## src/rtl/hcsr04_sampler.sv

```systemverilog
// hcsr04_sampler: periodic HC-SR04 trigger scheduler with timeout and 2**AVG_LOG2-sample averaging.
// Optional range rejection of samples above MAX_MM is enabled by defining HCSR04_SAMPLER_RANGE_EN.
module hcsr04_sampler #(
   parameter int DW          = 12,
   parameter int PERIOD_CYC  = 3_000_000,
   parameter int TIMEOUT_CYC = 2_000_000,
   parameter int AVG_LOG2    = 2,
   parameter int MAX_MM      = 4000
) (
   input  logic          clk_i,
   input  logic          rst_ni,
   input  logic          en_i,
   output logic          start_o,
   input  logic          val_i,
   input  logic [DW-1:0] distance_i,
   output logic [DW-1:0] out_data_o,
   output logic          out_valid_o,
   input  logic          out_ready_i,
   output logic          timeout_err_o,
   output logic          overrun_o
);
   localparam int PW = $clog2(PERIOD_CYC);
   localparam int TW = $clog2(TIMEOUT_CYC);
   localparam int AW = DW + AVG_LOG2;
   localparam logic [PW-1:0]       PERIOD_LAST = PW'(PERIOD_CYC - 1);
   localparam logic [TW-1:0]       TMO_LAST    = TW'(TIMEOUT_CYC - 1);
   localparam logic [AVG_LOG2:0]   SMP_LAST    = (AVG_LOG2 + 1)'(2 ** AVG_LOG2 - 1);

   typedef enum logic [1:0] {IDLE, FIRE, WAIT, GAP} state_t;

   state_t            state_q, state_d;
   logic [PW-1:0]     period_cnt_q, period_cnt_d;
   logic [TW-1:0]     tmo_cnt_q, tmo_cnt_d;
   logic [AW-1:0]     acc_q, acc_d, acc_next;
   logic [AVG_LOG2:0] smp_cnt_q, smp_cnt_d;
   logic [DW-1:0]     out_data_q, out_data_d;
   logic              out_valid_q, out_valid_d;
   logic              tmo_err_q, tmo_err_d;
   logic              overrun_q, overrun_d;
   logic              in_range, accept, avg_done;

`ifdef HCSR04_SAMPLER_RANGE_EN
   assign in_range = distance_i <= DW'(MAX_MM);
`else
   assign in_range = 1'b1;
`endif

   // Scheduler: both counters read 0 during FIRE, so start-to-start is exactly PERIOD_CYC.
   always_comb begin
      state_d      = state_q;
      period_cnt_d = period_cnt_q + 1'b1;
      tmo_cnt_d    = tmo_cnt_q + 1'b1;
      accept       = 1'b0;
      tmo_err_d    = 1'b0;
      case (state_q)
         IDLE: state_d = en_i ? FIRE : IDLE;
         FIRE: state_d = WAIT;
         WAIT: begin
            if (val_i) begin
               accept    = in_range;
               tmo_err_d = !in_range;
               state_d   = GAP;
            end else if (tmo_cnt_q == TMO_LAST) begin
               tmo_err_d = 1'b1;
               state_d   = GAP;
            end
         end
         GAP:     state_d = (period_cnt_q == PERIOD_LAST) ? FIRE : GAP;
         default: state_d = IDLE;
      endcase
      if (!en_i) begin
         state_d   = IDLE;
         accept    = 1'b0;
         tmo_err_d = 1'b0;
      end
      if (state_d == FIRE) begin
         period_cnt_d = '0;
         tmo_cnt_d    = '0;
      end
   end

   // Averaging window and output register; a fresh average always wins over a consume.
   always_comb begin
      acc_next    = acc_q + AW'(distance_i);
      avg_done    = accept && (smp_cnt_q == SMP_LAST);
      acc_d       = (!en_i || avg_done) ? '0 : accept ? acc_next : acc_q;
      smp_cnt_d   = (!en_i || avg_done) ? '0 : accept ? smp_cnt_q + 1'b1 : smp_cnt_q;
      out_data_d  = avg_done ? acc_next[AW-1:AVG_LOG2] : out_data_q;
      out_valid_d = avg_done || (out_valid_q && !out_ready_i);
      overrun_d   = avg_done && out_valid_q && !out_ready_i;
   end

   // State and datapath registers.
   always_ff @(posedge clk_i or negedge rst_ni) begin
      if (!rst_ni) begin
         state_q      <= IDLE;
         period_cnt_q <= '0;
         tmo_cnt_q    <= '0;
         acc_q        <= '0;
         smp_cnt_q    <= '0;
         out_data_q   <= '0;
         out_valid_q  <= 1'b0;
         tmo_err_q    <= 1'b0;
         overrun_q    <= 1'b0;
      end else begin
         state_q      <= state_d;
         period_cnt_q <= period_cnt_d;
         tmo_cnt_q    <= tmo_cnt_d;
         acc_q        <= acc_d;
         smp_cnt_q    <= smp_cnt_d;
         out_data_q   <= out_data_d;
         out_valid_q  <= out_valid_d;
         tmo_err_q    <= tmo_err_d;
         overrun_q    <= overrun_d;
      end
   end

   assign start_o       = state_q == FIRE;
   assign out_data_o    = out_data_q;
   assign out_valid_o   = out_valid_q;
   assign timeout_err_o = tmo_err_q;
   assign overrun_o     = overrun_q;
endmodule

```

## config.mk

```make
export PLATFORM = sky130hd
export DESIGN_NAME = hcsr04_sampler
export DESIGN_NICKNAME = d
export VERILOG_FILES = /design/src/rtl/hcsr04_sampler.sv
export SDC_FILE = /design/constraint.sdc
export NUM_CORES = 1
export LEC_CHECK = 0
export ABC_AREA = 0
export ABC_CLOCK_PERIOD_IN_PS = 2400
export BUFFER_PORTS_ARGS = -buffer_cell sky130_fd_sc_hd__buf_2
export CAP_MARGIN = 25
export CORE_ASPECT_RATIO = 2
export CORE_MARGIN = 5
export CORE_UTILIZATION = 35
export DETAILED_ROUTE_END_ITERATION = 7
export GPL_ROUTABILITY_DRIVEN = 0
export SLEW_MARGIN = 15
export SYNTH_ARGS = -nofsm -noshare
export SYNTH_HDL_FRONTEND = slang
export SYNTH_SLANG_ARGS = --single-unit
```

## constraint.sdc

```tcl
create_clock -name clk_i -period 2.4 [get_ports clk_i]
set_input_delay 0.48 -clock clk_i [delete_from_list [all_inputs] [get_ports clk_i]]
set_output_delay 0.48 -clock clk_i [all_outputs]
set_load 0.1 [all_outputs]
```

; After elaboration in Yosys (flattened, before gate mapping)
; Index checks and enable logic that the tools add are counted.
[totals]
reg_bits = 77
input_bits = 17
output_inout_bits = 16
[classes]
add_sub_neg = 4
n_eq_ne = 7
mux = 18
n_reduce_logical = 10
[ops]
columns = cell, count
row1 = 14-bit two-way mux, 2
row2 = "22-bit by 1-bit adder with 22-bit output, second input constant", 1
row3 = "22-bit equality test, second input constant", 1
row4 = 22-bit two-way mux, 1
row5 = "21-bit by 1-bit adder with 21-bit output, second input constant", 1
row6 = "21-bit equality test, second input constant", 1
row7 = 21-bit two-way mux, 1
row8 = 14-bit by 12-bit adder with 14-bit output, 1
row9 = 2-bit two-way mux, 4
row10 = 2-bit one-hot mux with 4 select lines, 1
row11 = 1-bit two-way mux, 7
row12 = 3-bit two-way mux, 2
row13 = "2-bit by 1-bit equality test with 1-bit output, second input constant", 2
row14 = "2-bit equality test, second input constant", 2
row15 = 1-bit logical AND, 4
row16 = "3-bit by 1-bit adder with 3-bit output, second input constant", 1
row17 = "3-bit by 2-bit equality test with 1-bit output, second input constant", 1
row18 = 1-bit logical NOT, 2
row19 = 2-bit logical NOT, 1
row20 = 1-bit logical OR, 2
row21 = 2-bit nonzero test, 1

; Longest topological paths before layout
[depth]
depth_word = 7
mapped_depth = 9
mapped_depth_nobuf = 9

; Worst setup path after synthesis
; No wires, ideal clock.
[synth_path]
kind = flip-flop to flip-flop
from = reg state_q[1]
to = reg period_cnt_q[11]
setup_time_ps = 71
arrival_ps = 2383
required_time_ps = 2329
setup_slack_ps = -55
path_stages_with_launch = 7
path_cell_list = dfrtp_1 > nor2b_1 > a21oi_2 > and2_1 > buf_4 > buf_6 > nor2_1
[synth_rtl]
columns = element, line_no
row1 = from (decl), 31  ; state_t state_q, state_d;
row2 = from (signal assigned), 106  ; state_q <= state_d;
row3 = 2-bit by 1-bit equality test with 1-bit output, -
row4 = named net start_o, 13  ; output logic start_o,
row5 = 2-bit one-hot mux with 4 select lines, 55  ; case (state_q)
row6 = 2-bit two-way mux, 71  ; if (!en_i) begin
row7 = named net state_d[0], 31
row8 = 2-bit by 1-bit equality test with 1-bit output, 76  ; if (state_d == FIRE) begin
row9 = 22-bit two-way mux, 76
row10 = named net period_cnt_d[11], 32  ; logic [PW-1:0] period_cnt_q, period_cnt_d;
row11 = to (signal assigned), 107  ; period_cnt_q <= period_cnt_d;
row12 = to (decl), 32
; The timed path passes the listed nets, and every way through them passes these cells.
; A chain may end at the register's enable or synchronous reset.

; Final worst setup path
[layout_path]
from = reg acc_q[0]
to = reg out_data_q[8] (netlist: out_data_o[8])
[layout_via]
elab_chain_cells = 1
[layout_lines]
columns = element, line_no
row1 = from (decl), 34  ; logic [AW-1:0] acc_q, acc_d, acc_next;
row2 = from (signal assigned), 99  ; acc_q <= '0;
row3 = from (signal assigned), 109  ; acc_q <= acc_d;
row4 = 14-bit by 12-bit adder with 14-bit output, 84  ; acc_next = acc_q + AW'(distance_i);
row5 = to (signal assigned), 111  ; out_data_q <= out_data_d;
row6 = to (decl), 36  ; logic [DW-1:0] out_data_q, out_data_d;
; No other way between the ends.

==> results by group <==
Power
  • Pwr Density: 680 mW/mm²
  • Static Leak: 0.00218 µW
  • Maximum vdd drop: 0.000406 V

Timing
  • Slew HR: 0.563
  • PnR worst setup slack: 0.218 ns
  • Layout Skew: 0.00796 ns
  • Setup violators final: 0
  • Worst slew pin tran: 0.653 ns
  • Final hold violations: 0
  • RSZ-0062 raised after global routing: false
  • Final Max Slew Viols: 0
  • Final TNS setup: 0 ns
  • Fmax: 458 MHz
  • Final worst path period share: 0.909
  • Fin Hold WS: 0.124 ns
  • Minimum clock period: 2.18 ns

GRT
  • Vias in the first global route: 3307
  • Total GRT Usage: 0.137
  • Initial antenna violation count: 0
  • Gr ovfl total: 0
  • First-pass GRT wire length: 15100 µm
  • Largest net degree at the start of global routing: 42

Logic synthesis
  • Largest family of logic cells by synthesized area: simple AND/OR/NAND/NOR gates
  • Top post-synthesis cells by area: dfrtp_1 (48%), xor2_1 (5.7%), nor2_1 (5.5%)
  • Post-synthesis xor/xnor area fraction: 0.108
  • Syn Std Cell Area: 0.00399 mm²
  • Syn Nets: 431
  • Cell taking the most area after synthesis: dfrtp_1
  • Adder-cell share of the synthesized area: 0.0552
  • Post-synthesis compound-gate area fraction: 0.103
  • Yosys Warn Count: 0
  • Yosys reg bits: 77
  • Post-Synthesis Cells: 397
  • Sequential share of the synthesized area: 0.483
  • Post-synthesis mux area share: 0.0198
  • Synth Area in Simple Gates: 0.203
  • Synth Area per Inst: 10.0 µm²
  • Synth cell types: 45
  • Area share of the largest cell type after synthesis: 0.483

CTS
  • Post-cts sizing count: 0
  • Setup bufs post-CTS: 0
  • H-tree depth: 3
  • Root Buffer: clkbuf_16
  • Num Clock Sinks: 77
  • Clk slew on worst S/H paths: 0.06 ns
  • Cts hold-fix bufs: 0
  • Total CTS buffers: 9
  • Worst skew pair latency: 0.34 ns
  • CTS tree: done
  • Longest Clk Path Bufs: 2

Critical path
  • Crit Path Max Fanout: 3
  • Critical setup path kind: flip-flop to flip-flop
  • CP endpoint kind: flip-flop
  • CP arrival: 2.41 ns
  • Worst Path Required: 2.62 ns
  • Worst Setup Start Kind: flip-flop

Routing
  • Initial drt markers: 114
  • Final WL: 8770 µm
  • Via/cell ratio: 5.19
  • # DRC: 0
  • DR vias: 3029
  • Per-cell routed wire length: 15.0 µm
  • DR pass1 iterations: 4
  • Post-route ant nets: 0

Placement
  • Place WS: -0.0102 ns
  • Port Buffer Count: 32
  • Post-DP HPWL: 6640 µm
  • Placed Cells: 569

Floorplanning
  • Starting Density: 0.355
  • Die height: 161 µm
  • Core area: 0.0112 mm²
  • I/O Pins: 33
  • Chip width: 85.5 µm
  • Std-Cell Rows: 55
  • Die area: 0.0138 mm²

Final layout
  • Final nets: 472
  • Finished Layout Cells: 584
  • Layout cell share with drive strength beyond 1: 0.154
  • Area grow syn2layout: 16.0%
  • Diode count: 0

Status
  • Status: complete, no violations

Min path
  • Tightest Hold Check Type: input port to asynchronous set/reset pin

Flow run
  • Max-cap violations: 0
per-layer routing:
metal / wire [µm] / up-vias / track usage / part of all wire
li1: - / 1461 / - / -
met1: 3260 / 1493 / 0.133 / 0.37
met2: 4910 / 59 / 0.265 / 0.56
met3: 355 / 16 / 0.0334 / 0.040
met4: 248 / 0 / 0.0591 / 0.028
met5: 0 / - / 0 / 0
cells by family (layout without fill, tap and decap cells):
family / count (synthesis) / in the layout
and+or+nand+nor: 166 / 166
DFF: 77 / 77
muxes: 7 / 7
AOI/OAI and AO/OA: 60 / 60
adders and majority gates: 17 / 17
buffers and inverters: 21 / 66
xor gates and xnor gates: 49 / 49
critical path, cell delays in order (launching register included):
cell and delay, ns:
dfrtp_1 0.35, ha_1 0.17, inv_1 0.06, fa_1 0.40, nor2b_1 0.22, o31ai_2 0.11, a21oi_1 0.22, a21oi_1 0.12
xnor2_1 0.16, mux2_2 0.27
Yosys cell counts, drive strengths merged:
library cell and number:
buf 5, a311oi 1, o21bai 1, a21oi 11, nor3b 1, nor3 7, a21boi 1, a211oi 4
inv 10, nor4b 4, clkbuf 6, dfrtp 77, xnor2 23, xor2 26, nand2b 5, or3 1
a21o 5, o211a 1, a22o 10, ha 16, nor4 5, and3 4, nand4 15, a2111oi 1
fa 1, o21a 3, nand2 37, o22ai 1, and2 2, mux2 7, nand3 13, o21ai 14
nor2b 9, o31ai 5, a31oi 2, nor2 59, nand4b 1, and4 3
layout make-up:
class / count / area (µm²)
Clock buffer: 10 / 229
Clock inverter: 5 / 60.1
Fill cell: 1083 / 6590
Inverter: 10 / 37.5
Multi-Input combinational cell: 299 / 1950
Sequential cell: 77 / 1930
Tap cell: 142 / 178
Timing Repair Buffer: 41 / 243
sequential cells by signal, indices dropped and copies added, names as in the netlist:
name	count
overrun_o	1
out_valid_o	1
acc_q	14
state_q	2
tmo_cnt_q	21
smp_cnt_q	3
timeout_err_o	1
period_cnt_q	22
out_data_o	12
report_power, final:
part / leakage (µW) / internal (µW) / switching, µW / total, µW
Sequential: 0.00106 / 1370 / 65.8 / 1430
Clock: 0.000139 / 805 / 546 / 1350
Combinational: 0.000974 / 142 / 220 / 363
worst paths after layout:
kind                               from               end  slack (ns)  cells after the start
min reg2reg                tmo_cnt_q[0]      tmo_cnt_q[0]        0.46                      1
min                              rst_ni         overrun_o        0.12                      1
min in group clk_i                val_i     timeout_err_o        0.37                      2
max in group asynchronous        rst_ni  period_cnt_q[10]        1.69                      2
max reg2reg                    acc_q[0]     out_data_o[8]        0.22                      9
max                            acc_q[0]     out_data_o[8]        0.22                      9
stage by stage:
stage	instance area, µm²	util	total power (µW)
final	4620	0.412	3150
after global routing	4620	0.412	3290
after CTS	4620	0.412	3180
after detailed placement	4340	0.387	1820
after global placement	4340	0.387	1810
after floorplan	3990	-	1710
cells in the final DEF, fill, tap and decap left out, types with 5 or more instances in the layout:
master / synthesis / routed
clkbuf_16: 0 / 9
a21o_1: 5 / 5
nor2_1: 58 / 58
ha_1: 16 / 16
a22o_1: 10 / 10
xor2_1: 26 / 26
nor2b_1: 9 / 8
mux2_2: 7 / 7
a21oi_1: 10 / 10
buf_2: 0 / 31
nand2b_1: 5 / 5
inv_1: 10 / 10
nand4_1: 15 / 15
dfrtp_1: 77 / 77
nand3_1: 13 / 13
o21ai_0: 13 / 13
xnor2_1: 23 / 23
buf_4: 1 / 9
nand2_1: 37 / 37
nor3_1: 7 / 7
(Power assumes the default switching activity.)
